--- config.mk ---
export PLATFORM = sky130hd
export DESIGN_NAME = dmem_store_buffer
export DESIGN_NICKNAME = d
export VERILOG_FILES = /design/src/rtl/dmem_store_buffer_pkg.sv /design/src/rtl/dmem_store_buffer_fwd_merge.sv /design/src/rtl/dmem_store_buffer.sv
export SDC_FILE = /design/constraint.sdc
export NUM_CORES = 1
export LEC_CHECK = 0
export BUFFER_PORTS_ARGS = -buffer_cell sky130_fd_sc_hd__buf_4
export CORE_ASPECT_RATIO = 0.8
export CORE_MARGIN = 4
export CORE_UTILIZATION = 55
export CTS_CLUSTER_SIZE = 12
export DETAILED_ROUTE_END_ITERATION = 16
export HOLD_SLACK_MARGIN = 0.15
export PLACE_DENSITY = 0.76
export SYNTH_ARGS = -nofsm -noshare
export SYNTH_HDL_FRONTEND = slang
export SYNTH_SLANG_ARGS = --single-unit
--- constraint.sdc ---
create_clock -name clk -period 6.75 [get_ports clk]
set_input_delay 0.675 -clock clk [delete_from_list [all_inputs] [get_ports clk]]
set_output_delay 0.675 -clock clk [all_outputs]
set_load 0.03 [all_outputs]
--- src/rtl/dmem_store_buffer_pkg.sv ---
// Shared memory-access types and lane helpers for the data-memory store buffer.
// Holds the CPU access-type and error enums, the buffered-store entry layout,
// and the byte-lane encode/extract functions used by the store and load paths.
package dmem_store_buffer_pkg;

    // CPU access type; the unsigned variants only differ on the load side.
    typedef enum logic [2:0] {
        DT_BYTE  = 3'd0,
        DT_HALF  = 3'd1,
        DT_WORD  = 3'd2,
        DT_UBYTE = 3'd4,
        DT_UHALF = 3'd5
    } mem_dt_e;

    // Access error reported back to the CPU.
    typedef enum logic [1:0] {
        ENOERR = 2'd0,
        EALIGN = 2'd1
    } errno_e;

    localparam int BE_W    = 4;
    localparam int SB_WA_W = 30;

    // One posted store: word address, byte enables and lane-positioned data.
    typedef struct packed {
        logic [SB_WA_W-1:0] wa;
        logic [BE_W-1:0]    be;
        logic [31:0]        data;
    } sb_entry_t;

    // Half accesses need an even address, word accesses a 4-byte aligned one.
    function automatic logic dt_misaligned(input mem_dt_e dt, input logic [1:0] off);
        case (dt)
            DT_HALF, DT_UHALF: return off[0];
            DT_WORD:           return off != 2'b00;
            default:           return 1'b0;
        endcase
    endfunction

    // Byte enables for a store of the given type at byte offset off.
    function automatic logic [BE_W-1:0] dt_lane_be(input mem_dt_e dt, input logic [1:0] off);
        case (dt)
            DT_BYTE, DT_UBYTE: return 4'b0001 << off;
            DT_HALF, DT_UHALF: return 4'b0011 << off;
            default:           return 4'b1111;
        endcase
    endfunction

    // Right-aligned store data replicated across every lane it could occupy,
    // so the byte enables alone select the written bytes.
    function automatic logic [31:0] dt_lane_data(input mem_dt_e dt, input logic [31:0] wd);
        case (dt)
            DT_BYTE, DT_UBYTE: return {4{wd[7:0]}};
            DT_HALF, DT_UHALF: return {2{wd[15:0]}};
            default:           return wd;
        endcase
    endfunction

    // Pull the addressed byte/half out of a word and extend it to 32 bits.
    function automatic logic [31:0] dt_extract(input mem_dt_e dt, input logic [1:0] off,
                                               input logic [31:0] word);
        logic [7:0]  b;
        logic [15:0] h;
        b = word[{off, 3'b000} +: 8];
        h = off[1] ? word[31:16] : word[15:0];
        case (dt)
            DT_BYTE:  return {{24{b[7]}}, b};
            DT_UBYTE: return {24'h0, b};
            DT_HALF:  return {{16{h[15]}}, h};
            DT_UHALF: return {16'h0, h};
            default:  return word;
        endcase
    endfunction

endpackage

--- src/rtl/dmem_store_buffer_fwd_merge.sv ---
// Store-to-load forwarding merge: overlays every valid buffered store that
// targets the load's word onto the raw RAM word, oldest first, so the newest
// store to each byte wins.
module sb_fwd_merge
    import dmem_store_buffer_pkg::*;
#(
    parameter int DEPTH = 4,
    parameter int PTR_W = $clog2(DEPTH)
) (
    input  logic [31:0]        raw_i,
    input  logic [SB_WA_W-1:0] wa_i,
    input  sb_entry_t          ent_i [DEPTH],
    input  logic [DEPTH-1:0]   vld_i,
    input  logic [PTR_W-1:0]   head_i,
    output logic [31:0]        merged_o
);

    logic [PTR_W-1:0] idx;

    // Walk the ring from head (oldest) towards tail (newest), overwriting enabled bytes.
    always_comb begin
        merged_o = raw_i;
        idx      = head_i;
        for (int k = 0; k < DEPTH; k++) begin
            idx = head_i + PTR_W'(k);
            if (vld_i[idx] && (ent_i[idx].wa == wa_i)) begin
                for (int b = 0; b < BE_W; b++) begin
                    if (ent_i[idx].be[b]) begin
                        merged_o[8*b +: 8] = ent_i[idx].data[8*b +: 8];
                    end
                end
            end
        end
    end

endmodule

--- src/rtl/dmem_store_buffer.sv ---
// Posted-store buffer between the CPU data port and the data RAM.
// Stores are queued in a DEPTH-entry ring and drained one per cycle whenever
// the RAM write port is free; loads read RAM combinationally and see pending
// stores through the forwarding merge, so a store is visible to the very next
// load even before it reaches RAM.
module dmem_store_buffer
    import dmem_store_buffer_pkg::*;
#(
    parameter int DEPTH = 4,
    parameter int WA_W  = 30
) (
    input  logic            clk,
    input  logic            rst,
    input  logic [31:0]     d_addr,
    input  logic            d_we,
    input  logic [31:0]     d_wd,
    input  mem_dt_e         d_dt,
    output logic [31:0]     d_rd,
    output errno_e          d_err,
    output logic            d_stall,
    output logic [WA_W-1:0] m_raddr,
    input  logic [31:0]     m_rd,
    output logic [WA_W-1:0] m_waddr,
    output logic [31:0]     m_wd,
    output logic [BE_W-1:0] m_be,
    output logic            m_we,
    input  logic            m_busy,
    output logic            sb_empty
);

    localparam int PTR_W = $clog2(DEPTH);
    localparam int CNT_W = PTR_W + 1;

    // Ring control state
    logic [PTR_W-1:0] head_q, head_d;
    logic [PTR_W-1:0] tail_q, tail_d;
    logic [CNT_W-1:0] count_q, count_d;
    logic [DEPTH-1:0] vld_q, vld_d;

    // Entry storage; contents only matter while the matching valid bit is set
    sb_entry_t ent_q [DEPTH];

    logic      aligned;
    logic      full;
    logic      empty;
    logic      pop;
    logic      push;
    sb_entry_t new_ent;
    logic [31:0] merged;

    // Access checks and the entry a store would enqueue
    always_comb begin
        aligned      = ~dt_misaligned(d_dt, d_addr[1:0]);
        full         = (count_q == CNT_W'(DEPTH));
        empty        = (count_q == '0);
        new_ent.wa   = d_addr[31:2];
        new_ent.be   = dt_lane_be(d_dt, d_addr[1:0]);
        new_ent.data = dt_lane_data(d_dt, d_wd);
    end

    // Drain and accept decisions; a pop in the same cycle frees a slot for a full buffer
    always_comb begin
        pop     = ~empty & ~m_busy;
        push    = d_we & aligned & (~full | pop);
        d_stall = d_we & aligned & full & ~pop;
    end

    // Next ring state: pop retires head, push claims tail, both may happen together
    always_comb begin
        head_d  = head_q;
        tail_d  = tail_q;
        count_d = count_q;
        vld_d   = vld_q;
        if (pop) begin
            vld_d[head_q] = 1'b0;
            head_d        = head_q + 1'b1;
        end
        if (push) begin
            vld_d[tail_q] = 1'b1;
            tail_d        = tail_q + 1'b1;
        end
        case ({push, pop})
            2'b10:   count_d = count_q + 1'b1;
            2'b01:   count_d = count_q - 1'b1;
            default: count_d = count_q;
        endcase
    end

    // Control registers; reset discards every pending store immediately
    always_ff @(posedge clk or posedge rst) begin
        if (rst) begin
            head_q  <= '0;
            tail_q  <= '0;
            count_q <= '0;
            vld_q   <= '0;
        end else begin
            head_q  <= head_d;
            tail_q  <= tail_d;
            count_q <= count_d;
            vld_q   <= vld_d;
        end
    end

    // Entry payload write at the tail slot
    always_ff @(posedge clk) begin
        if (push) begin
            ent_q[tail_q] <= new_ent;
        end
    end

    // Forwarding merge over the live entries, including one being popped now
    sb_fwd_merge #(
        .DEPTH (DEPTH),
        .PTR_W (PTR_W)
    ) u_fwd_merge (
        .raw_i    (m_rd),
        .wa_i     (d_addr[31:2]),
        .ent_i    (ent_q),
        .vld_i    (vld_q),
        .head_i   (head_q),
        .merged_o (merged)
    );

    // RAM write port shows the head entry; byte enables idle at zero when empty
    always_comb begin
        m_we     = pop;
        m_waddr  = ent_q[head_q].wa[WA_W-1:0];
        m_wd     = ent_q[head_q].data;
        m_be     = empty ? '0 : ent_q[head_q].be;
        sb_empty = empty;
    end

    // Load side: read address, extracted/extended data and the alignment error
    always_comb begin
        m_raddr = d_addr[WA_W+1:2];
        d_rd    = aligned ? dt_extract(d_dt, d_addr[1:0], merged) : 32'h0;
        d_err   = (~rst & ~aligned) ? EALIGN : ENOERR;
    end

endmodule

## After elaboration in Yosys (flattened, before gate mapping)

Index checks and enable logic that the tools add are counted.

- Flip-flop bits (word level): 275
- Input port bits: 103
- Output and inout bits: 133

- Add/subtract/negate cells: 6
- Magnitude comparators: 13
- Equal/unequal tests: 11
- Shifts and indexed selects: 3
- Multiplexer cells: 58
- Bitwise logic cells: 21
- Reductions and logical operators: 13

Operator list:

| cell | number |
|---|---|
| 2-to-1 mux 66 bit | 9 |
| binary-select mux 66 bit (select 2 bit) | 4 |
| bitwise mux 264 bit | 1 |
| 2-to-1 mux 32 bit | 5 |
| demux 66 bit (select 2 bit) | 1 |
| 2-to-1 mux 8 bit | 16 |
| case mux 32 bit (4 select lines) | 1 |
| == test 30 bit | 4 |
| case mux 32 bit (2 select lines) | 1 |
| indexed part select 32 x 6 -> 8 bit | 1 |
| 2-to-1 mux 16 bit | 1 |
| >= comparator 3 bit, second input constant | 5 |
| less-than comparator 2 x 3 -> 1 bit, second input constant | 5 |
| NOT 2 -> 3 bit | 5 |
| 2-to-1 mux 4 bit | 3 |
| == test 3 bit, second input constant | 3 |
| binary-select mux 1 bit (select 2 bit) | 4 |
| case mux 4 bit (2 select lines) | 1 |
| logical AND 1 bit | 7 |
| 2-to-1 mux 1 bit | 7 |
| bitwise AND 1 bit | 6 |
| zero test 3 bit | 2 |
| NOT 1 bit | 6 |
| case mux 3 bit (2 select lines) | 1 |
| 20 further kinds | 26 |

## Depth between registers and ports, before layout

- Depth in word-level cells: 16
- Gate-level depth with buffers: 25
- Depth with buffers taken out: 13

## Hierarchy

A second synthesis with hierarchy kept.

- Cell total of the unflattened synthesis: 1915
- Area total of the unflattened synthesis: 21594.5 µm²

Modules (own cells, without submodules):

| module | times used | cells each | area an instance (µm²) |
|---|---|---|---|
| dmem_store_buffer | 1 | 653 | 11557.3 |
| sb_fwd_merge | 1 | 1262 | 10037.1 |

## Least setup slack after synthesis

OpenSTA, ideal clock, no wires.

- Path type: reg2out
- From: register head_q[0]
- To: output port d_rd[6]
- Data arrival time: 5639 ps
- Data required time: 6075 ps
- Slack: 436 ps
- Stages on the path, launching flop included: 19
- Buffers on the path: 5
- Cell sequence: dfrtp_1 buf_6 clkinv_1 clkbuf_1 buf_1 buf_1 ha_1 buf_6 mux2i_1 o2bb2ai_1 or4_1 a2111o_1 nor3_1 nand4_1 nand3_1 o22ai_1 nor3_1 mux2i_1 a211oi_1

- Elaborated cells on any way between the ends: 59
- Classes of those cells: add/sub (3); eq/ne (4); shift (1); mux (43); bitwise (4); reduce/logical (4)

RTL lines:

| item | line | text |
|---|---|---|
| start, declared | dmem_store_buffer.sv:35 | `logic [PTR_W-1:0] head_q, head_d;` |
| start signal, assigned | dmem_store_buffer.sv:92 | `head_q <= '0;` |
| start signal, assigned | dmem_store_buffer.sv:97 | `head_q <= head_d;` |
| adder 2 bit * | dmem_store_buffer_fwd_merge.sv:25 | `idx = head_i + PTR_W'(k);` |
| named net u_fwd_merge.idx[0] | dmem_store_buffer_fwd_merge.sv:18 | `logic [PTR_W-1:0] idx;` |
| NOT 2 -> 3 bit (not written as such) | dmem_store_buffer_fwd_merge.sv:26, dmem_store_buffer_fwd_merge.sv:28, dmem_store_buffer_fwd_merge.sv:29 |  |
| binary-select mux 66 bit (select 2 bit) | dmem_store_buffer_fwd_merge.sv:26, dmem_store_buffer_fwd_merge.sv:28, dmem_store_buffer_fwd_merge.sv:29 |  |
| 2-to-1 mux 66 bit (not written as such) | dmem_store_buffer_fwd_merge.sv:26 | `if (vld_i[idx] && (ent_i[idx].wa == wa_i)) begin` |
| 2-to-1 mux 66 bit (not written as such) | dmem_store_buffer_fwd_merge.sv:29 | `merged_o[8*b +: 8] = ent_i[idx].data[8*b +: 8];` |
| == test 30 bit | dmem_store_buffer_fwd_merge.sv:26 |  |
| logical AND 1 bit | dmem_store_buffer_fwd_merge.sv:26 |  |
| 2-to-1 mux 32 bit * | dmem_store_buffer_fwd_merge.sv:26 |  |
| indexed part select 32 x 6 -> 8 bit or 2-to-1 mux 16 bit (tied branches) | dmem_store_buffer_pkg.sv:64, dmem_store_buffer_pkg.sv:65 |  |
| case mux 32 bit (4 select lines) * | dmem_store_buffer_pkg.sv:66 | `case (dt)` |
| 2-to-1 mux 32 bit * | dmem_store_buffer.sv:136 | `d_rd = aligned ? dt_extract(d_dt, d_addr[1:0], merged) : 32'h0;` |
| end, declared | dmem_store_buffer.sv:18 | `output logic [31:0] d_rd,` |

Mark *: on every way through the listed nets, which the timed path passes. The rest lies on a longest branch. The select of a mux whose other input is x is not followed.

## Final worst setup path

- From: register head_q[0]
- To: output port d_rd[6]

- Cells in the longest elaborated chain, start to end: 16
- Elaborated cells on any way between the ends: 59
- Classes of those cells: add/sub (3); eq/ne (4); shift (1); mux (43); bitwise (4); reduce/logical (4)

Ends and longest elaborated chain:

| item | line |
|---|---|
| branches (longest 12 deep; another with adder 2 x 1 -> 2 bit) | -- |
| 2-to-1 mux 32 bit * | dmem_store_buffer_fwd_merge.sv:26 |
| indexed part select 32 x 6 -> 8 bit or 2-to-1 mux 16 bit (tied branches) | dmem_store_buffer_pkg.sv:64, dmem_store_buffer_pkg.sv:65 |
| case mux 32 bit (4 select lines) * | dmem_store_buffer_pkg.sv:66 |
| 2-to-1 mux 32 bit * | dmem_store_buffer.sv:136 |

Mark *: on every way between the ends. The select of a mux whose other input is x is not followed.

==> impl_metrics.csv <==
group,metric,value,unit
yosys,synth_area_leader_cell,"edfxtp_1",
cells_and_area,syn_to_final_growth,12.8,%
detailed_routing,detail_route.wl_per_cell,29.5,um
cells_and_area,layout.filler_cells,2789,
cells_and_area,layout-drive-gt1-share,35.6,%
job,max_cap_violations,0,
clock_network,root_buf_cell,"clkbuf_16",
detailed_routing,drt_drc,0,
worst_hold_path,hold_start,"d_wd[5]",
clock_network,ctsLongestPathBuffers,3,
yosys,syn-num-nets,1653,
setup_path,endpoint_kind,"output port",
cells_and_area,n_antenna_cell,0,
die,initial_utilization,55.9,%
die,row_count,63,
setup_path,cp.required,6070,ps
yosys,ys_dominant_reg_cell,"edfxtp_1",
global_routing,first_pass_grt_wire_length,96.5,mm
global_routing,grt_start_max_net_pins,143,
die,dieHeight,182,um
setup_path,path_max_fanout,120,
yosys,avgSynthCellArea,13.5,um2
detailed_routing,route.antenna.remaining_nets,0,
sta,fmax,151,MHz
setup_path,start_kind,"flip-flop",
worst_hold_path,min_path_type,"in2reg",
yosys,synthCells,1540,
power,power_per_cell_area,465,mW/mm2
cells_and_area,layout_common_cells,"264 x edfxtp_1, 264 x buf_4, 217 x mux4_2",
power,power,10.9,mW
yosys,post_synth_num_cell_types,91,
clock_network,htree_levels,1,
detailed_routing,route.detailed.vias_per_inst,7.16,
clock_network,path_clk_slew,60,ps
sta,rsz0062_at_grt,"false",
worst_hold_path,timing.hold.worst_endpoint,"ent_q[203]",
sta,timing.final.crit_share,98.1,%
detailed_routing,via_count,15699,
yosys,ys_seq_elements,275,
place,preCtsSetupSlack,769,ps
cells_and_area,multi_input_logic_area,0.0115,mm2
global_routing,total_track_usage,30.9,%
setup_path,crit_type,"reg2out",
sta,worst_pin_slew,1190,ps
clock_network,clock_sink_count,275,
detailed_routing,wl,64.7,mm
die,die_area,0.0409,mm2
setup_path,crit_arrival,5950,ps
die,top_level_ports,236,
yosys,yosys_warnings,0,
setup_path,regToRegSetupSlack,4140,ps
power,total_leakage_power,8.36,nW
global_routing,antenna_violations_before_repair,1,
sta,timing.max_slew.rel_slack,19.6,%
setup_path,reg2reg_depth,5,
sta,fin_skew,16.4,ps
setup_path,critical_r2r_capture,"ent_q[22]",
yosys,number_of_synthesized_flops_with_an_enable_pin,264,
global_routing,vias_in_the_first_global_route,15052,
clock_network,tritoncts.num_buffers,30,
die,coreArea,0.0371,mm2
place,dp_hpwl,46.7,mm
sta,min_period,6620,ps
sta,finalSetupViolations,0,
place,port_buffers,234,
cells_and_area,postLayoutCoreUtil,63.0,%
clock_network,cts_tree,"yes",
yosys,synthTopCellsByArea,"edfxtp_1 38%, mux4_2 24%, mux2i_1 7.4%, xnor2_1 3.5%, mux2_2 2.2%",
global_routing,globalRoute.totalOverflow,0,
yosys,synthArstFlopShare,4.00,%
cells_and_area,nNetsFinal,1798,
sta,hold_violations,0,
place,place_area,0.0225,mm2
place,place.gp.congestion,1.02,
cells_and_area,final-seq-area,0.00821,mm2
worst_hold_path,hold_depth,1,
sta,slew_violations,0,
sta,fin_ws,127,ps
power,vdd.ir_drop.worst,0.620,mV
setup_path,regToRegStartpoint,"count_q[0]",
yosys,synth_seq_area_share,39.5,%
sta,setup_tns,0,ps
clock_network,clock_latency,570,ps
yosys,post_synthesis_cell_area,0.0207,mm2
detailed_routing,detailedRoute.firstIterationViolations,2401,
detailed_routing,detailedRoute.firstPassIterationCount,5,
run_status,status,"finished clean",
cells_and_area,stdcell_area,0.0234,mm2
die,floorplan.die.width,225,um
yosys,yosys.area.top_type_share,38.2,%
## metal layers
layer,vias to the layer above,track usage (%),wire (um)
met5,-,0,0
met4,0,6.89,1740
met3,124,9.92,9070
met2,1114,44.9,28400
met1,7917,46.1,25500
li1,6544,-,-
## cell type report
cell class                      instances  area share, %
Multi-Input combinational cell       1075           49.1
Sequential cell                       275           35.1
Timing Repair Buffer                  269           8.89
Clock buffer                           36           3.39
Tap cell                              487           2.60
Inverter                               34          0.545
Clock inverter                         16          0.422
## per-stage QoR
stage          hold slack, ps  std cells
2_1_floorplan             460       1540
3_3_place_gp              483       2138
3_5_place_dp              507       2138
4_1_cts                   330       2191
5_1_grt                   348       2192
6_report                  368       2192
## critical path: stages (launching register included)
cell      delay (ps)
dfrtp_4          430
buf_16           470
mux4_2           620
xnor2_1          400
o21ai_0          320
nor3_1           450
nand3_1          320
nor4_2           340
buf_4            270
a211oi_1         100
buf_4            190
and2_1           150
nor3_1           390
mux2i_1          240
a211oi_1         320
buf_4            210
## what timing repair did
item                                    4_1_cts  5_1_grt
resized for setup                             0        3
setup buffers                                 0        1
hold buffers                                  1        0
hold endpoints to repair                     11        0
endpoints found under the setup margin        0       32
## report_power, final
group	switching, mW	internal [mW]	total, mW
clock	0.665	0.864	1.53
sequential	0.246	2.21	2.45
combinational	3.87	3.04	6.91
total	4.78	6.11	10.9
## cell usage after synthesis, drive strengths merged (16+ instances only)
cell type and n:
a211oi 16, a21oi 23, buf 114, clkbuf 42, edfxtp 264, inv 33
mux2 43, mux2i 153, mux4 217, nand2 77, nand3 37, nand4 20
nor2 55, nor3 28, o21ai 43, o22ai 18, xnor2 84, xor2 19
## worst max-delay path by stage
stage	start	end	slack, ps	cells after the start
after global placement	head_q[0]	d_rd[2]	880	16
after floorplan	head_q[0]	d_rd[6]	440	18
after global routing	head_q[0]	d_rd[2]	20	13
final	head_q[0]	d_rd[6]	130	15
after detailed placement	head_q[0]	d_rd[6]	770	16
after CTS	head_q[0]	d_rd[6]	140	16
## state kept, by name, indices dropped and copies added (netlist names)
name     count
count_q      3
tail_q       2
vld_q        4
ent_q      264
head_q       2
## cell families (layout without fill, tap and decap cells)
kind of cell	Yosys count	count (layout)	share of synthesized area [%]
DFF	275	275	39.5
adders and majority gates	10	10	0.639
xor gates and xnor gates	103	103	4.42
buffers and inverters	190	355	5.35
AOI/OAI and AO/OA	232	232	8.37
and+or+nand+nor	316	316	8.40
other	1	1	0.0181
muxes	413	413	33.3
Note: power is estimated with default switching activity, not from simulation.
